**src/rtl/ccff_bitstream_loader.sv**
```systemverilog
// Configuration-chain loader: accepts WORD_W-bit words over a valid/ready handshake
// and serialises CHAIN_LEN bits MSB-first onto ccff_head, qualified by prog_clk_en.
module ccff_bitstream_loader #(
  parameter int WORD_W    = 8,
  parameter int CHAIN_LEN = 20
) (
  input  logic              prog_clk,
  input  logic              prog_reset_n,
  input  logic              start,
  input  logic [WORD_W-1:0] cfg_data,
  input  logic              cfg_valid,
  output logic              cfg_ready,
  output logic              ccff_head,
  output logic              prog_clk_en,
  output logic              io_isol_n,
  output logic              busy,
  output logic              done
);

  localparam int NUM_WORDS = (CHAIN_LEN + WORD_W - 1) / WORD_W;
  localparam int BIT_CW    = $clog2(CHAIN_LEN + 1);
  localparam int WBIT_CW   = (WORD_W > 1) ? $clog2(WORD_W) : 1;
  localparam int WORD_CW   = $clog2(NUM_WORDS + 1);

  localparam logic [BIT_CW-1:0]  LAST_BIT    = BIT_CW'(CHAIN_LEN - 1);
  localparam logic [WBIT_CW-1:0] LAST_WBIT   = WBIT_CW'(WORD_W - 1);
  localparam logic [WORD_CW-1:0] NUM_WORDS_C = WORD_CW'(NUM_WORDS);

  typedef enum logic [1:0] {
    IDLE      = 2'd0,
    WAIT_WORD = 2'd1,
    SHIFT     = 2'd2,
    DONE      = 2'd3
  } state_t;

  state_t              state_q, state_d;
  logic [WORD_W-1:0]   shreg_q, shreg_d;
  logic [WORD_W-1:0]   buf_q, buf_d;
  logic                buf_valid_q, buf_valid_d;
  logic [BIT_CW-1:0]   bit_cnt_q, bit_cnt_d;
  logic [WBIT_CW-1:0]  word_bit_q, word_bit_d;
  logic [WORD_CW-1:0]  words_acc_q, words_acc_d;

  logic cfg_ready_q, cfg_ready_d;
  logic ccff_head_q, ccff_head_d;
  logic prog_clk_en_q, prog_clk_en_d;
  logic io_isol_n_q, io_isol_n_d;
  logic busy_q, busy_d;
  logic done_q, done_d;

  logic handshake;

  assign handshake = cfg_valid & cfg_ready_q;

  always_comb begin
    state_d     = state_q;
    shreg_d     = shreg_q;
    buf_d       = buf_q;
    buf_valid_d = buf_valid_q;
    bit_cnt_d   = bit_cnt_q;
    word_bit_d  = word_bit_q;
    words_acc_d = words_acc_q;

    case (state_q)
      IDLE, DONE: begin
        if (start) begin
          state_d     = WAIT_WORD;
          shreg_d     = '0;
          buf_d       = '0;
          buf_valid_d = 1'b0;
          bit_cnt_d   = '0;
          word_bit_d  = '0;
          words_acc_d = '0;
        end
      end

      WAIT_WORD: begin
        if (handshake) begin
          shreg_d     = cfg_data;
          word_bit_d  = '0;
          words_acc_d = words_acc_q + WORD_CW'(1);
          state_d     = SHIFT;
        end
      end

      SHIFT: begin
        shreg_d    = shreg_q << 1;
        bit_cnt_d  = bit_cnt_q + BIT_CW'(1);
        word_bit_d = word_bit_q + WBIT_CW'(1);
        if (handshake) begin
          words_acc_d = words_acc_q + WORD_CW'(1);
        end

        if (bit_cnt_q == LAST_BIT) begin
          // Chain complete: any leftover LSBs of the final word are dropped here.
          state_d = DONE;
        end else if (word_bit_q == LAST_WBIT) begin
          word_bit_d = '0;
          if (buf_valid_q) begin
            shreg_d     = buf_q;
            buf_valid_d = 1'b0;
          end else if (handshake) begin
            // Word arriving on the boundary cycle goes straight to the shifter, no gap.
            shreg_d = cfg_data;
          end else begin
            state_d = WAIT_WORD;
          end
        end else if (handshake) begin
          buf_d       = cfg_data;
          buf_valid_d = 1'b1;
        end
      end

      default: state_d = IDLE;
    endcase
  end

  // Outputs are registered from next-state values so they line up with the state they describe.
  always_comb begin
    cfg_ready_d   = (state_d == WAIT_WORD) ||
                    ((state_d == SHIFT) && !buf_valid_d && (words_acc_d < NUM_WORDS_C));
    prog_clk_en_d = (state_d == SHIFT);
    ccff_head_d   = (state_d == SHIFT) && shreg_d[WORD_W-1];
    io_isol_n_d   = (state_d == DONE);
    busy_d        = (state_d == WAIT_WORD) || (state_d == SHIFT);
    done_d        = (state_d == DONE);
  end

  always_ff @(posedge prog_clk or negedge prog_reset_n) begin
    if (!prog_reset_n) begin
      state_q       <= IDLE;
      shreg_q       <= '0;
      buf_q         <= '0;
      buf_valid_q   <= 1'b0;
      bit_cnt_q     <= '0;
      word_bit_q    <= '0;
      words_acc_q   <= '0;
      cfg_ready_q   <= 1'b0;
      ccff_head_q   <= 1'b0;
      prog_clk_en_q <= 1'b0;
      io_isol_n_q   <= 1'b0;
      busy_q        <= 1'b0;
      done_q        <= 1'b0;
    end else begin
      state_q       <= state_d;
      shreg_q       <= shreg_d;
      buf_q         <= buf_d;
      buf_valid_q   <= buf_valid_d;
      bit_cnt_q     <= bit_cnt_d;
      word_bit_q    <= word_bit_d;
      words_acc_q   <= words_acc_d;
      cfg_ready_q   <= cfg_ready_d;
      ccff_head_q   <= ccff_head_d;
      prog_clk_en_q <= prog_clk_en_d;
      io_isol_n_q   <= io_isol_n_d;
      busy_q        <= busy_d;
      done_q        <= done_d;
    end
  end

  assign cfg_ready   = cfg_ready_q;
  assign ccff_head   = ccff_head_q;
  assign prog_clk_en = prog_clk_en_q;
  assign io_isol_n   = io_isol_n_q;
  assign busy        = busy_q;
  assign done        = done_q;

endmodule

```
**config.mk**
```make
export PLATFORM = sky130hd
export DESIGN_NAME = ccff_bitstream_loader
export DESIGN_NICKNAME = d
export VERILOG_FILES = /design/src/rtl/ccff_bitstream_loader.sv
export SDC_FILE = /design/constraint.sdc
export NUM_CORES = 1
export LEC_CHECK = 0
export ABC_CLOCK_PERIOD_IN_PS = 2600
export CORE_AREA = 4 4 86 88
export CTS_BUF_LIST = sky130_fd_sc_hd__clkbuf_8 sky130_fd_sc_hd__clkbuf_16
export CTS_CLUSTER_SIZE = 20
export DETAILED_ROUTE_END_ITERATION = 12
export DIE_AREA = 0 0 90 92
export GPL_ROUTABILITY_DRIVEN = 0
export GPL_TIMING_DRIVEN = 1
export HOLD_SLACK_MARGIN = 0.06
export PLACE_DENSITY = 0.53
export SETUP_SLACK_MARGIN = 0.2
export SYNTH_ARGS = -nofsm -noshare
export SYNTH_HDL_FRONTEND = slang
export SYNTH_SLANG_ARGS = --single-unit
```
**constraint.sdc**
```tcl
create_clock -name prog_clk -period 2.6 [get_ports prog_clk]
set_input_delay 0.65 -clock prog_clk [delete_from_list [all_inputs] [get_ports prog_clk]]
set_output_delay 0.65 -clock prog_clk [all_outputs]
set_load 0.05 [all_outputs]
```
==> results.cfg <==
[status]
status = finished clean

[timing]
tightest_slew_ns = 0.494
max_freq_mhz = 431
hold_viol_final = 0
skew_ns = 0.00462
finalSetupViolCount = 0
finalSetupTns_ns = 0
post-route-period-util_pct = 89.2
rsz0062_at_grt = no
fin_ws_ns = 0.280
slew_headroom_pct = 67.0
drv_slew = 0
fin_crit_ns = 2.32

[setup_path]
critPathRequiredTime_ns = 1.95
rr_startpoint = state_q[0]$_DFF_PN0_
cp_max_fo = 10
critPathBufInv = 1
startpoint = cfg_ready$_DFF_PN0_
critPathMaxStageDelay_ns = 0.87
worstPathArrival_ns = 1.67
critical-path-top-delay-family = buffers and inverters
crit_type = flop to output port
end_kind = output port
crit_chain = clkdlybuf4s50_1
cpMaxStageDelayCell = clkdlybuf4s50_1
startpoint_type = flop

[power]
swShare_pct = 43.2
p_sw_uw = 1060
clkPwrFrac_pct = 14.6
vdd_drop_max_v = 0.000281
internal-power_uw = 1390
pwr-share-comb_pct = 52.9
p_leak_uw = 0.00107
power_density_mw_per_mm2 = 1040
sequentialPowerShare_pct = 32.5
totalPowerFinal_uw = 2440

[cells_and_area]
syn_to_final_growth_pct = 20.1
nets = 258
multi_input_area_mm2 = 0.00100
layoutNonFillerInstCount = 318
num_antenna_cells = 0
drive_above_1_share_pct = 9.66
seq_area_um2 = 851
nFillCells = 682

[drt]
routed_wl_um = 4680
vias = 1644
wl_per_cell_um = 14.7
vias_per_cell = 5.17
first_pass_iters = 4
antenna_left = 0
drc = 0
drt_iter0_drc = 93

[global_route]
grt_max_degree = 35
grt_pass1_vias = 1598
grtUsageMet1_pct = 14.8
met2_usage_pct = 19.2
use_met3_pct = 2.63
top_usage_layer = met2
grtUsageTotal_pct = 11.6
grt_overflow = 0
grt_pass1_wl_um = 7710
antenna_found_initial = 0

[logic_synthesis]
synth_seq_cells = 34
yosys_warnings = 0
synth_area_mm2 = 0.00196
ys_types = 46
synth_commonest_cells = nand2_1, dfrtp_1, o21ai_0
ys_seq_area_share_pct = 43.4
yosysMostFrequentCell = nand2_1
async_flop_share_pct = 100
avgSynthCellArea_um2 = 9.20
yosys-top-cells-area = dfrtp_1, nand2_1, ha_1, o21ai_0, mux2i_1
syn-num-nets = 233
synth_top_flop_cell = dfrtp_1
synth_top_area_share_pct = 43.4
synth_edf_count = 0
synthesis.instances = 213
synth_top_cell_by_area = dfrtp_1

[cts]
clk_latency_ns = 0.28
post-cts-setup-buffer-count = 0
holdBufCountCts = 0
cts_resized = 0
cts_buffer_depth = 2
cts_tree = yes
htreeDepth = 2
cts_buffers = 5
clock_sinks = 34
clkSlewWorstSetupHoldPaths_ns = 0.06
cts_root_buffer = clkbuf_8

[hold_path]
hold_start = word_bit_q[1]$_DFFE_PN0P_
holdCritPathClass = flop to flop

[place]
dp.cells = 311
io_buffers = 17
hpwl_um = 3230
dpl_worst_slack_ns = 0.182

[floorplanning]
ios = 18
die_w_um = 90
die-height_um = 92
die_area_mm2 = 0.00828
start_util_pct = 29.5
num_rows = 30
coreArea_mm2 = 0.00664

[flow_run]
cap_violations = 0
[path summary, 6_finish.rpt]
kind,end,slack [ns],depth (start not counted)
worst min register to register,word_bit_q[1]$_DFFE_PN0P_,0.49,2
min in group asynchronous,buf_q[4]$_DFFE_PN0P_,0.77,2
worst max register to register,cfg_ready$_DFF_PN0_,0.57,7
worst min-delay path,word_bit_q[1]$_DFFE_PN0P_,0.49,2
max in group asynchronous,shreg_q[0]$_DFFE_PN0P_,1.49,2
worst max-delay path,cfg_ready,0.28,1
[power by group through the flow]
stage / clock [uW] / sequential [uW] / combinational [uW]
detailed placement: 0 / 804 / 1300
CTS: 371 / 796 / 1300
global placement: 0 / 805 / 1300
floorplan: 0 / 858 / 824
finish: 356 / 795 / 1290
global route: 395 / 815 / 1420
[placed cells by master, fill, tap and decap left out, types with 2 or more instances in the layout]
master,count
a31oi_1,2
and2_1,5
nand2b_1,3
nand3_1,11
buf_4,13
ha_1,8
dfrtp_1,34
inv_1,16
a211o_1,7
mux2i_1,8
or2_2,2
a21oi_1,7
clkdlybuf4s50_1,17
nand4bb_1,2
nor2b_1,5
clkbuf_8,5
a22oi_1,7
nor2_1,3
nand2_1,36
o21ai_0,18
a21o_1,4
[worst register-to-register path, stage by stage (launching register included)]
cell and delay (ns):
dfrtp_1 0.39, inv_1 0.08, ha_1 0.30, nor2b_1 0.13, buf_4 0.20, or2_2 0.36, o21ai_0 0.30, a41o_1 0.21
[state kept, by name, indices dropped and copies added, names as in the netlist]
name / count
busy: 1
state_q: 2
buf_valid_q: 1
prog_clk_en: 1
cfg_ready: 1
words_acc_q: 2
bit_cnt_q: 5
shreg_q: 8
ccff_head: 1
word_bit_q: 3
done: 1
buf_q: 8
[metrics by stage]
stage | utilization (%) | cell area (um2) | hold WS [ns]
after floorplan | - | 1960 | 0.354
after global placement | 34.3 | 2280 | 0.472
after detailed placement | 34.3 | 2280 | 0.482
after CTS | 35.4 | 2350 | 0.496
after global routing | 35.4 | 2350 | 0.530
final | 35.4 | 2350 | 0.489
[layout make-up]
type,instances,share of cell area [%]
Clock buffer,5,2.93
Clock inverter,2,0.319
Inverter,14,2.23
Multi-Input combinational cell,153,42.7
Sequential cell,34,36.2
Tap cell,80,4.26
Timing Repair Buffer,30,11.4
[routing by layer]
layer / vias to the layer above / wire, um / part of all wire [%]
li1: 798 / - / -
met3: 5 / 121 / 2.6
met5: - / 0 / 0
met2: 24 / 2300 / 49
met1: 817 / 2210 / 47
met4: 0 / 45 / 0.96
[cells by family after synthesis]
family	Yosys count	synth area share, %
AOI/OAI and AO/OA	60	21.3
xor gates and xnor gates	1	0.447
adders and majority gates	8	5.11
buffers and inverters	26	5.30
DFF	34	43.4
muxes	8	4.09
and+or+nand+nor	76	20.4
(Power assumes the default switching activity.)
